[src/rtl/rr_ack_arbiter_n_if.sv]
// Bundle between one slave-side acknowledge arbiter and the logic around it:
// slave strobe and master status in, routed one-hot acknowledge and miss telemetry out.
interface rr_ack_arbiter_n_if #(
  parameter int N_MAS = 4,
  parameter int SLV_W = 1,
  parameter int CNT_W = 8
);
  localparam int IDX_W = (N_MAS > 1) ? $clog2(N_MAS) : 1;

  // Handshake: every cycle with ack_in high is one acknowledge, with no back-pressure.
  // It is answered on the same rising edge by either a one-cycle one-hot ack (with ack_vld)
  // or a one-cycle ack_miss; the receiving master must drop W_ACK itself once acked.
  logic                   ack_in;
  logic [N_MAS*SLV_W-1:0] sfor;
  logic [N_MAS*2-1:0]     req_stat;
  logic [N_MAS-1:0]       ack;
  logic                   ack_vld;
  logic [IDX_W-1:0]       grant_idx;
  logic                   ack_miss;
  logic [CNT_W-1:0]       miss_cnt;

  modport master (
    output ack_in, sfor, req_stat,
    input  ack, ack_vld, grant_idx, ack_miss, miss_cnt
  );

  modport slave (
    input  ack_in, sfor, req_stat,
    output ack, ack_vld, grant_idx, ack_miss, miss_cnt
  );
endinterface

[src/rtl/rr_ack_arbiter_n.sv]
// Routes each slave acknowledge strobe to one eligible master (round-robin or
// fixed priority), flagging and counting strobes that find nobody waiting.
module rr_ack_arbiter_n #(
  parameter int N_MAS     = 4,
  parameter int SLV_W     = 1,
  parameter int SLV_ID    = 0,
  parameter int FIXED_PRI = 0,
  parameter int CNT_W     = 8
) (
  input  logic              clk,
  input  logic              rst,
  rr_ack_arbiter_n_if.slave bus
);
  localparam int IDX_W = (N_MAS > 1) ? $clog2(N_MAS) : 1;
  localparam logic [IDX_W-1:0] LAST_RST = IDX_W'(N_MAS - 1);
  // An SLV_ID that cannot be encoded in SLV_W bits can never be selected.
  localparam bit ID_FITS = (SLV_ID >= 0) && ((SLV_W >= 31) || (SLV_ID < (1 << SLV_W)));
  localparam logic [SLV_W-1:0] SLV_ID_V = SLV_W'(SLV_ID);

  typedef enum logic [1:0] {
    NO_REQ = 2'd0,
    WAIT   = 2'd1,
    W_ACK  = 2'd2,
    W_DATA = 2'd3
  } req_e;

  logic [N_MAS-1:0] elig;
  logic             found;
  logic [IDX_W-1:0] win;
  logic [IDX_W-1:0] cand_idx;
  int               cand;

  logic [N_MAS-1:0] ack_q, ack_d;
  logic             ack_vld_q, ack_vld_d;
  logic             ack_miss_q, ack_miss_d;
  logic [IDX_W-1:0] grant_q, grant_d;
  logic [IDX_W-1:0] last_q, last_d;
  logic [CNT_W-1:0] cnt_q, cnt_d;

  always_comb begin
    elig = '0;
    for (int i = 0; i < N_MAS; i++) begin
      elig[i] = ID_FITS
              && (bus.sfor[i*SLV_W +: SLV_W] == SLV_ID_V)
              && (bus.req_stat[i*2 +: 2] == W_ACK);
    end
  end

  // Round-robin walks last+1 .. last (wrapping); fixed priority walks 0 .. N_MAS-1.
  always_comb begin
    found    = 1'b0;
    win      = '0;
    cand     = 0;
    cand_idx = '0;
    for (int off = 0; off < N_MAS; off++) begin
      if (FIXED_PRI != 0) begin
        cand = off;
      end else begin
        cand = int'(last_q) + 1 + off;
        if (cand >= N_MAS) cand = cand - N_MAS;
      end
      cand_idx = IDX_W'(cand);
      if (!found && elig[cand_idx]) begin
        found = 1'b1;
        win   = cand_idx;
      end
    end
  end

  always_comb begin
    ack_d      = '0;
    ack_vld_d  = 1'b0;
    ack_miss_d = 1'b0;
    grant_d    = grant_q;
    last_d     = last_q;
    cnt_d      = cnt_q;
    if (bus.ack_in) begin
      if (found) begin
        ack_d[win] = 1'b1;
        ack_vld_d  = 1'b1;
        grant_d    = win;
        last_d     = win;
      end else begin
        ack_miss_d = 1'b1;
        if (cnt_q != {CNT_W{1'b1}}) cnt_d = cnt_q + CNT_W'(1);
      end
    end
  end

  always_ff @(posedge clk or posedge rst) begin
    if (rst) begin
      ack_q      <= '0;
      ack_vld_q  <= 1'b0;
      ack_miss_q <= 1'b0;
      grant_q    <= '0;
      last_q     <= LAST_RST;
      cnt_q      <= '0;
    end else begin
      ack_q      <= ack_d;
      ack_vld_q  <= ack_vld_d;
      ack_miss_q <= ack_miss_d;
      grant_q    <= grant_d;
      last_q     <= last_d;
      cnt_q      <= cnt_d;
    end
  end

  assign bus.ack       = ack_q;
  assign bus.ack_vld   = ack_vld_q;
  assign bus.grant_idx = grant_q;
  assign bus.ack_miss  = ack_miss_q;
  assign bus.miss_cnt  = cnt_q;
endmodule

[src/flat_wrapper.sv]
// flat-port wrapper written by rule: the top's interface ports become plain ports
module rr_ack_arbiter_n_flat 
#(
  parameter int N_MAS     = 4,
  parameter int SLV_W     = 1,
  parameter int SLV_ID    = 0,
  parameter int FIXED_PRI = 0,
  parameter int CNT_W     = 8
)
  (clk, rst, bus_ack_in, bus_sfor, bus_req_stat, bus_ack, bus_ack_vld, bus_grant_idx, bus_ack_miss, bus_miss_cnt);
  rr_ack_arbiter_n_if #(.N_MAS(N_MAS), .SLV_W(SLV_W), .CNT_W(CNT_W)) bus_i ();
  input  logic clk;
  input  logic rst;
  input wire logic [$bits(bus_i.ack_in)-1:0] bus_ack_in;
  input wire logic [$bits(bus_i.sfor)-1:0] bus_sfor;
  input wire logic [$bits(bus_i.req_stat)-1:0] bus_req_stat;
  output wire logic [$bits(bus_i.ack)-1:0] bus_ack;
  output wire logic [$bits(bus_i.ack_vld)-1:0] bus_ack_vld;
  output wire logic [$bits(bus_i.grant_idx)-1:0] bus_grant_idx;
  output wire logic [$bits(bus_i.ack_miss)-1:0] bus_ack_miss;
  output wire logic [$bits(bus_i.miss_cnt)-1:0] bus_miss_cnt;
  assign bus_i.ack_in = bus_ack_in;
  assign bus_i.sfor = bus_sfor;
  assign bus_i.req_stat = bus_req_stat;
  assign bus_ack = bus_i.ack;
  assign bus_ack_vld = bus_i.ack_vld;
  assign bus_grant_idx = bus_i.grant_idx;
  assign bus_ack_miss = bus_i.ack_miss;
  assign bus_miss_cnt = bus_i.miss_cnt;
  rr_ack_arbiter_n #(.N_MAS(N_MAS), .SLV_W(SLV_W), .SLV_ID(SLV_ID), .FIXED_PRI(FIXED_PRI), .CNT_W(CNT_W)) u_core (.clk(clk), .rst(rst), .bus(bus_i));
endmodule
[config.mk]
export PLATFORM = sky130hd
export DESIGN_NAME = rr_ack_arbiter_n_flat
export DESIGN_NICKNAME = d
export VERILOG_FILES = /design/src/rtl/rr_ack_arbiter_n_if.sv /design/src/rtl/rr_ack_arbiter_n.sv /design/src/flat_wrapper.sv
export SDC_FILE = /design/constraint.sdc
export NUM_CORES = 1
export LEC_CHECK = 0
export BUFFER_PORTS_ARGS = -buffer_cell sky130_fd_sc_hd__buf_2
export CAP_MARGIN = 20
export CORE_AREA = 2 2 84 46
export CTS_CLUSTER_DIAMETER = 100
export DETAILED_ROUTE_END_ITERATION = 7
export DIE_AREA = 0 0 86 48
export PLACE_DENSITY_LB_ADDON = 0.25
export SLEW_MARGIN = 20
export SYNTH_ARGS = -nofsm -noshare
export SYNTH_HDL_FRONTEND = slang
export SYNTH_SLANG_ARGS = --single-unit
[constraint.sdc]
create_clock -name clk -period 1.35 [get_ports clk]
set_input_delay 0.0675 -clock clk [delete_from_list [all_inputs] [get_ports clk]]
set_output_delay 0.0675 -clock clk [all_outputs]
set_load 0.02 [all_outputs]
* After elaboration in Yosys (flattened, before gate mapping)
Index checks and enable logic that the tools add are counted.
** Storage, ports and cells
- Register bits :: 18
- Input bits :: 15
- Output and inout bits :: 16
- Logic and storage cells :: 76
** Operators by class
- Add/sub/neg operators :: 9
- Magnitude comparators :: 10
- Equality and inequality tests :: 5
- Mux-type cells :: 28
- Bitwise operators :: 5
- Reductions and logical operators :: 13
** Operator list (count)
- $ge A32 B4 Y1 const B :: 3
- $mux W2 :: 8
- $lt A2 B3 Y1 const B :: 5
- $mux W1 :: 13
- $add A3 B2 Y4 const B :: 2
- $add A8 B1 Y8 const B :: 1
- $bmux W1 S2 :: 4
- $eq A2 B2 Y1 const B :: 4
- $logic_and A1 B1 Y1 :: 8
- $mux W4 :: 2
- $ne A8 B8 Y1 const B :: 1
- $sub A2 B1 Y2 const B :: 4
- $not A1 Y1 :: 5
- $add A3 B1 Y4 const B :: 1
- $add A2 B1 Y3 const B :: 1
- $ge A3 B3 Y1 const B :: 1
- $logic_not A1 Y1 :: 3
- $reduce_and A3 Y1 :: 1
- $demux W1 S2 :: 1
- $ge A2 B1 Y1 const B :: 1
- $reduce_and A2 Y1 :: 1

* Depth between registers and ports, before layout
- Word-level depth :: 21
- Gate-level depth with buffers :: 5

* Worst setup path before layout
OpenSTA, ideal clock, no wires.
- Path kind :: register to register
- From :: register u_core.cnt_q[0] (netlist: u_core.bus.miss_cnt[0])
- To :: register u_core.cnt_q[1] (netlist: u_core.bus.miss_cnt[1])
- Setup time :: 0.125 ns
- Arrival time :: 1.442 ns
- Setup slack :: -0.217 ns
- Cell stages (with the launch flop) :: 5
- Buffers on the path :: 0
- Period minus slack after synthesis :: 1.567 ns
- Cell sequence :: dfrtp_1 > ha_1 > nand4_1 > and3_2 > mux2_4
** Between the ends
- Word-level cells in the longest chain between the ends :: 2
** Ends and longest elaborated chain
- from (decl) :: line rr_ack_arbiter_n.sv:38 : logic [CNT_W-1:0] cnt_q, cnt_d;
- from (signal assigned) :: line rr_ack_arbiter_n.sv:104 : cnt_q <= cnt_d;
- parallel branches: the longest is 2 deep, another holds $add A8 B1 Y8
Several ways; the timed one is not identified.
A chain may end at the register's enable or synchronous reset.

* Final worst setup path
- From :: register u_core.last_q[0]
- To :: register u_core.ack_q[3] (netlist: u_core.bus.ack[3])
** Between the ends
- Word-level cells in the longest chain between the ends :: 21
** Ends and longest elaborated chain
- from (decl) :: line rr_ack_arbiter_n.sv:37 : logic [IDX_W-1:0] last_q, last_d;
- from (signal assigned) :: line rr_ack_arbiter_n.sv:103 : last_q <= last_d;
- $add A2 B1 Y3 (*) :: line rr_ack_arbiter_n.sv:59 : cand = int'(last_q) + 1 + off;
- parallel branches: the longest is 18 deep, another holds $ge A32 B4 Y1
- $mux W4 (*) :: line rr_ack_arbiter_n.sv:78 : if (found) begin
- $mux W4 (*) :: line rr_ack_arbiter_n.sv:77 : if (bus.ack_in) begin
- named net u_core.ack_d[3] :: line rr_ack_arbiter_n.sv:33 : logic [N_MAS-1:0] ack_q, ack_d;
- to (signal assigned) :: line rr_ack_arbiter_n.sv:99 : ack_q <= ack_d;
- to (decl) :: line rr_ack_arbiter_n.sv:33
Mark *: on every way through the listed nets, which the timed path passes. The select of a mux whose other input is x is not followed.

==> qor.log <==
INFO  routing        wirelength=2.12mm
INFO  logic_synthesis postSynthRegisterBits=18
INFO  cts            cts_inserted_buffers=3
INFO  min_path       min_path_cells=3
INFO  sta            worst_slew_margin_rel=0.734
INFO  pwr            p_switching=722µW
INFO  pwr            p_per_area=1510mW/mm²
INFO  sta            finalClockSkew=0.0111ns
INFO  logic_synthesis synthArstFlopShare=1.00
INFO  routing        drt-pass1-iter-count=5
INFO  sta            final_max_slew_viol_count=0
INFO  floorplanning  die_h=48µm
INFO  setup_path     worstPathArrival=1.60ns
INFO  pwr            seq_power_share=0.367
INFO  sta            timing.final.crit_period=1.43ns
INFO  logic_synthesis synth_enable_flop_cells=0
INFO  setup_path     critical_path.max_fanout=4
INFO  logic_synthesis synth_cells=78
INFO  finish         final_util=0.425
INFO  logic_synthesis most_repeated_cell_in_the_gate_level_netlist_after_synthesis=sky130_fd_sc_hd__dfrtp_1
INFO  status         violations=setup timing
INFO  routing        first_iter_violations=32
INFO  placed_design  pre_cts_ws=-0.121ns
INFO  sta            timing.final.setup_violations=8
INFO  sta            timing_hold_violations_final=0
INFO  placed_design  dp_hpwl=1.76mm
INFO  pwr            power_leakage=0.000686µW
INFO  finish         fill_cells=321
INFO  floorplanning  starting_density=0.290
INFO  pwr            vdd_ir_drop_max=0.506mV
INFO  floorplanning  placeableCoreArea=0.00332mm²
INFO  global_route   grt_antenna_before_repair=0
INFO  routing        route.detailed.drc=0
INFO  logic_synthesis syn_nets=94
INFO  cts            cts-htree-levels=1
INFO  floorplanning  design.die.area=0.00413mm²
INFO  floorplanning  num_io_pins=31
INFO  finish         final_non_filler_cell_total=175
INFO  global_route   grt_start_max_net_pins=11
INFO  routing        num_vias=783
INFO  finish         drive_above_1_share=0.639
INFO  setup_path     worst_ep_required_time=1.53ns
INFO  flow_run       max_cap_violations=0
INFO  logic_synthesis synth-seq-area-share=0.470
INFO  placed_design  port-buffer-count=30
INFO  floorplanning  placement_rows=15
INFO  routing        post_drt_via_cell_ratio=4.47
INFO  logic_synthesis cell_types_with_the_largest_area_share_after_synthesis=sky130_fd_sc_hd__dfrtp_1, sky130_fd_sc_hd__mux2_4, sky130_fd_sc_hd__dfstp_2
INFO  cts            clock_tree.root_cell=sky130_fd_sc_hd__clkbuf_8
INFO  finish         register_area=460µm²
INFO  finish         antenna_cells_inserted=0
INFO  logic_synthesis yosysUniqueCellTypes=35
INFO  setup_path     timing_worst_setup_path_type=reg2reg
INFO  setup_path     end_kind=flip-flop
INFO  sta            unrepaired_setup_endpoints_after_global_routing=yes
INFO  pwr            power.combinational.fraction=0.429
INFO  cts            clock_tree_from_tritoncts=built
INFO  floorplanning  die_extent_in_x=86µm
INFO  pwr            sw_frac_of_total=0.339
INFO  cts            tritoncts_num_sinks=18
INFO  global_route   grt_overflow_total=0
INFO  placed_design  gp_routability_congestion=0.770
INFO  logic_synthesis synth_top_cells_by_count=sky130_fd_sc_hd__dfrtp_1, sky130_fd_sc_hd__a31oi_1, sky130_fd_sc_hd__and3_1, sky130_fd_sc_hd__mux2_4, sky130_fd_sc_hd__nand4_1
INFO  placed_design  number_of_placed_instances_taps_included=169
INFO  global_route   grt_util_all_layers=0.110
INFO  logic_synthesis avgSynthCellArea=12.4µm²
INFO  sta            max_clock_freq=0.701GHz
INFO  routing        ant_nets=0
INFO  cts            ctsLongestPathBuffers=2
INFO  finish         layout.nets=150
INFO  logic_synthesis synth_top_area_frac=0.416
INFO  finish         flow.area_growth_from_synthesis=46.5%
INFO  finish         multi_input_comb_area=510µm²
INFO  sta            final_min_period_over_clock_period=1.06
INFO  global_route   vias_in_the_first_global_route=700
INFO  cts            cts.reportedPaths.clkPinSlew=0.07ns
INFO  logic_synthesis ys_flop_type=sky130_fd_sc_hd__dfrtp_1
INFO  status         outcome=finished, violations left
INFO  logic_synthesis synth.cell_area=963µm²
INFO  cts            clkLatencyLatePin=0.26ns
INFO  logic_synthesis yosysTopAreaCell=sky130_fd_sc_hd__dfrtp_1
INFO  pwr            fin_total_pwr=2130µW
INFO  setup_path     worst-r2r-cell-count=4
INFO  logic_synthesis ys.warnings.count=0
INFO  pwr            clock_power_share=0.204
INFO  min_path       holdCritPathClass=in2reg
INFO  pwr            p_int=1410µW
INFO  sta            worstMarginPinSlew=0.399ns
INFO  sta            postLayoutSetupSlackWorst=-0.0761ns
INFO  global_route   grt_pass1_wl=3.31mm
INFO  routing        routedWlPerCell=12.1µm
INFO  setup_path     crit_path_start_kind=flip-flop
==> logic make-up (layout without fill, tap and decap cells) <==
family | Yosys count | after routing | synth area share
adder cells (fa/ha/maj) | 1 | 1 | 0.0130
AND/OR/NAND/NOR | 35 | 35 | 0.283
buffers and inverters | 4 | 59 | 0.0312
flip-flops | 18 | 18 | 0.470
XOR/XNOR | 4 | 4 | 0.0364
multiplexers | 5 | 5 | 0.0727
AO/OA/AOI/OAI | 11 | 11 | 0.0935
==> power by group through the flow <==
stage                     Sequential, µW  Combinational (µW)  Clock (µW)
after floorplan                      959                 324           0
final                                782                 914         434
after global routing                 796                1000         470
after CTS                            782                 895         450
after global placement               781                 884           0
after detailed placement             790                 889           0
==> worst max-delay path: stages (launching register included) <==
cell	delay [ns]
sky130_fd_sc_hd__dfstp_2	0.37
sky130_fd_sc_hd__or4b_4	0.48
sky130_fd_sc_hd__a22oi_2	0.17
sky130_fd_sc_hd__o211ai_1	0.18
sky130_fd_sc_hd__nor2b_1	0.15
==> flip-flops by register name, indices dropped and copies added (netlist names) <==
| signal | cells |
|---|---|
| u_core.bus.miss_cnt | 8 |
| u_core.bus.ack_vld | 1 |
| u_core.bus.ack_miss | 1 |
| u_core.last_q | 2 |
| u_core.bus.ack | 4 |
| u_core.bus.grant_idx | 2 |
==> repair_timing <==
item / in CTS / in global routing
hold endpoints to repair: 9 / 0
buffers inserted: 0 / 1
endpoints found under the setup margin: 8 / 9
gates resized for setup: 1 / 0
hold buffers: 1 / 0
pin swaps: 3 / 5
==> cell usage in the layout (no fill, tap or decap), drive strengths merged <==
cell / instances
a211oi: 1
a22oi: 2
a31oi: 4
and2: 4
and3: 6
buf: 52
clkbuf: 4
dfrtp: 16
dfstp: 2
dlygate4sd3: 1
ha: 1
inv: 2
mux2: 4
mux2i: 1
nand2: 2
nand2b: 1
nand3: 1
nand4: 5
nand4bb: 1
nor2: 4
nor2b: 3
nor3b: 4
nor4: 1
o211ai: 1
o21ai: 2
o221ai: 1
or2: 1
or3b: 1
or4b: 1
xnor2: 3
xor2: 1
==> stage by stage <==
stage	hold slack [ns]	TNS, ns	instance area (µm²)
6_report	0.201	-0.287	1410
5_1_grt	0.209	-0.919	1410
4_1_cts	0.196	-0.432	1400
3_5_place_dp	0.0669	-0.594	1340
3_3_place_gp	0.0649	-0.621	1340
2_1_floorplan	0.00420	-0.102	997
==> routing by layer <==
layer  vias to the layer above  global-route usage  wire length, µm
met1                       360               0.168             1200
met2                        22               0.136              795
met3                         2              0.0397              108
met4                         0              0.0381               14
met5                         -                   0                0
li1                        399                   -                -
==> path summary, 6_finish.rpt <==
check	from	to	slack, ns
worst max-delay path	u_core.last_q[0]$_DFFE_PP1P_	u_core.bus.ack[3]$_DFF_PP0_	-0.08
worst min-delay path	bus_ack_in	u_core.bus.miss_cnt[5]$_DFFE_PP0P_	0.20
worst max register to register	u_core.last_q[0]$_DFFE_PP1P_	u_core.bus.ack[3]$_DFF_PP0_	-0.08
worst min register to register	u_core.bus.grant_idx[0]$_DFFE_PP0P_	u_core.bus.grant_idx[0]$_DFFE_PP0P_	0.52
max in group asynchronous	rst	u_core.last_q[0]$_DFFE_PP1P_	0.46
min in group asynchronous	rst	u_core.bus.miss_cnt[6]$_DFFE_PP0P_	0.33
==> area by class of cell <==
cell class / instances / share of cell area
inverters: 2 / 0.00532
clock buffers: 4 / 0.0390
flip-flops and latches: 18 / 0.326
multi-input cells: 56 / 0.362
well taps: 42 / 0.0372
repair buffers: 53 / 0.230
(Power assumes the default switching activity.)
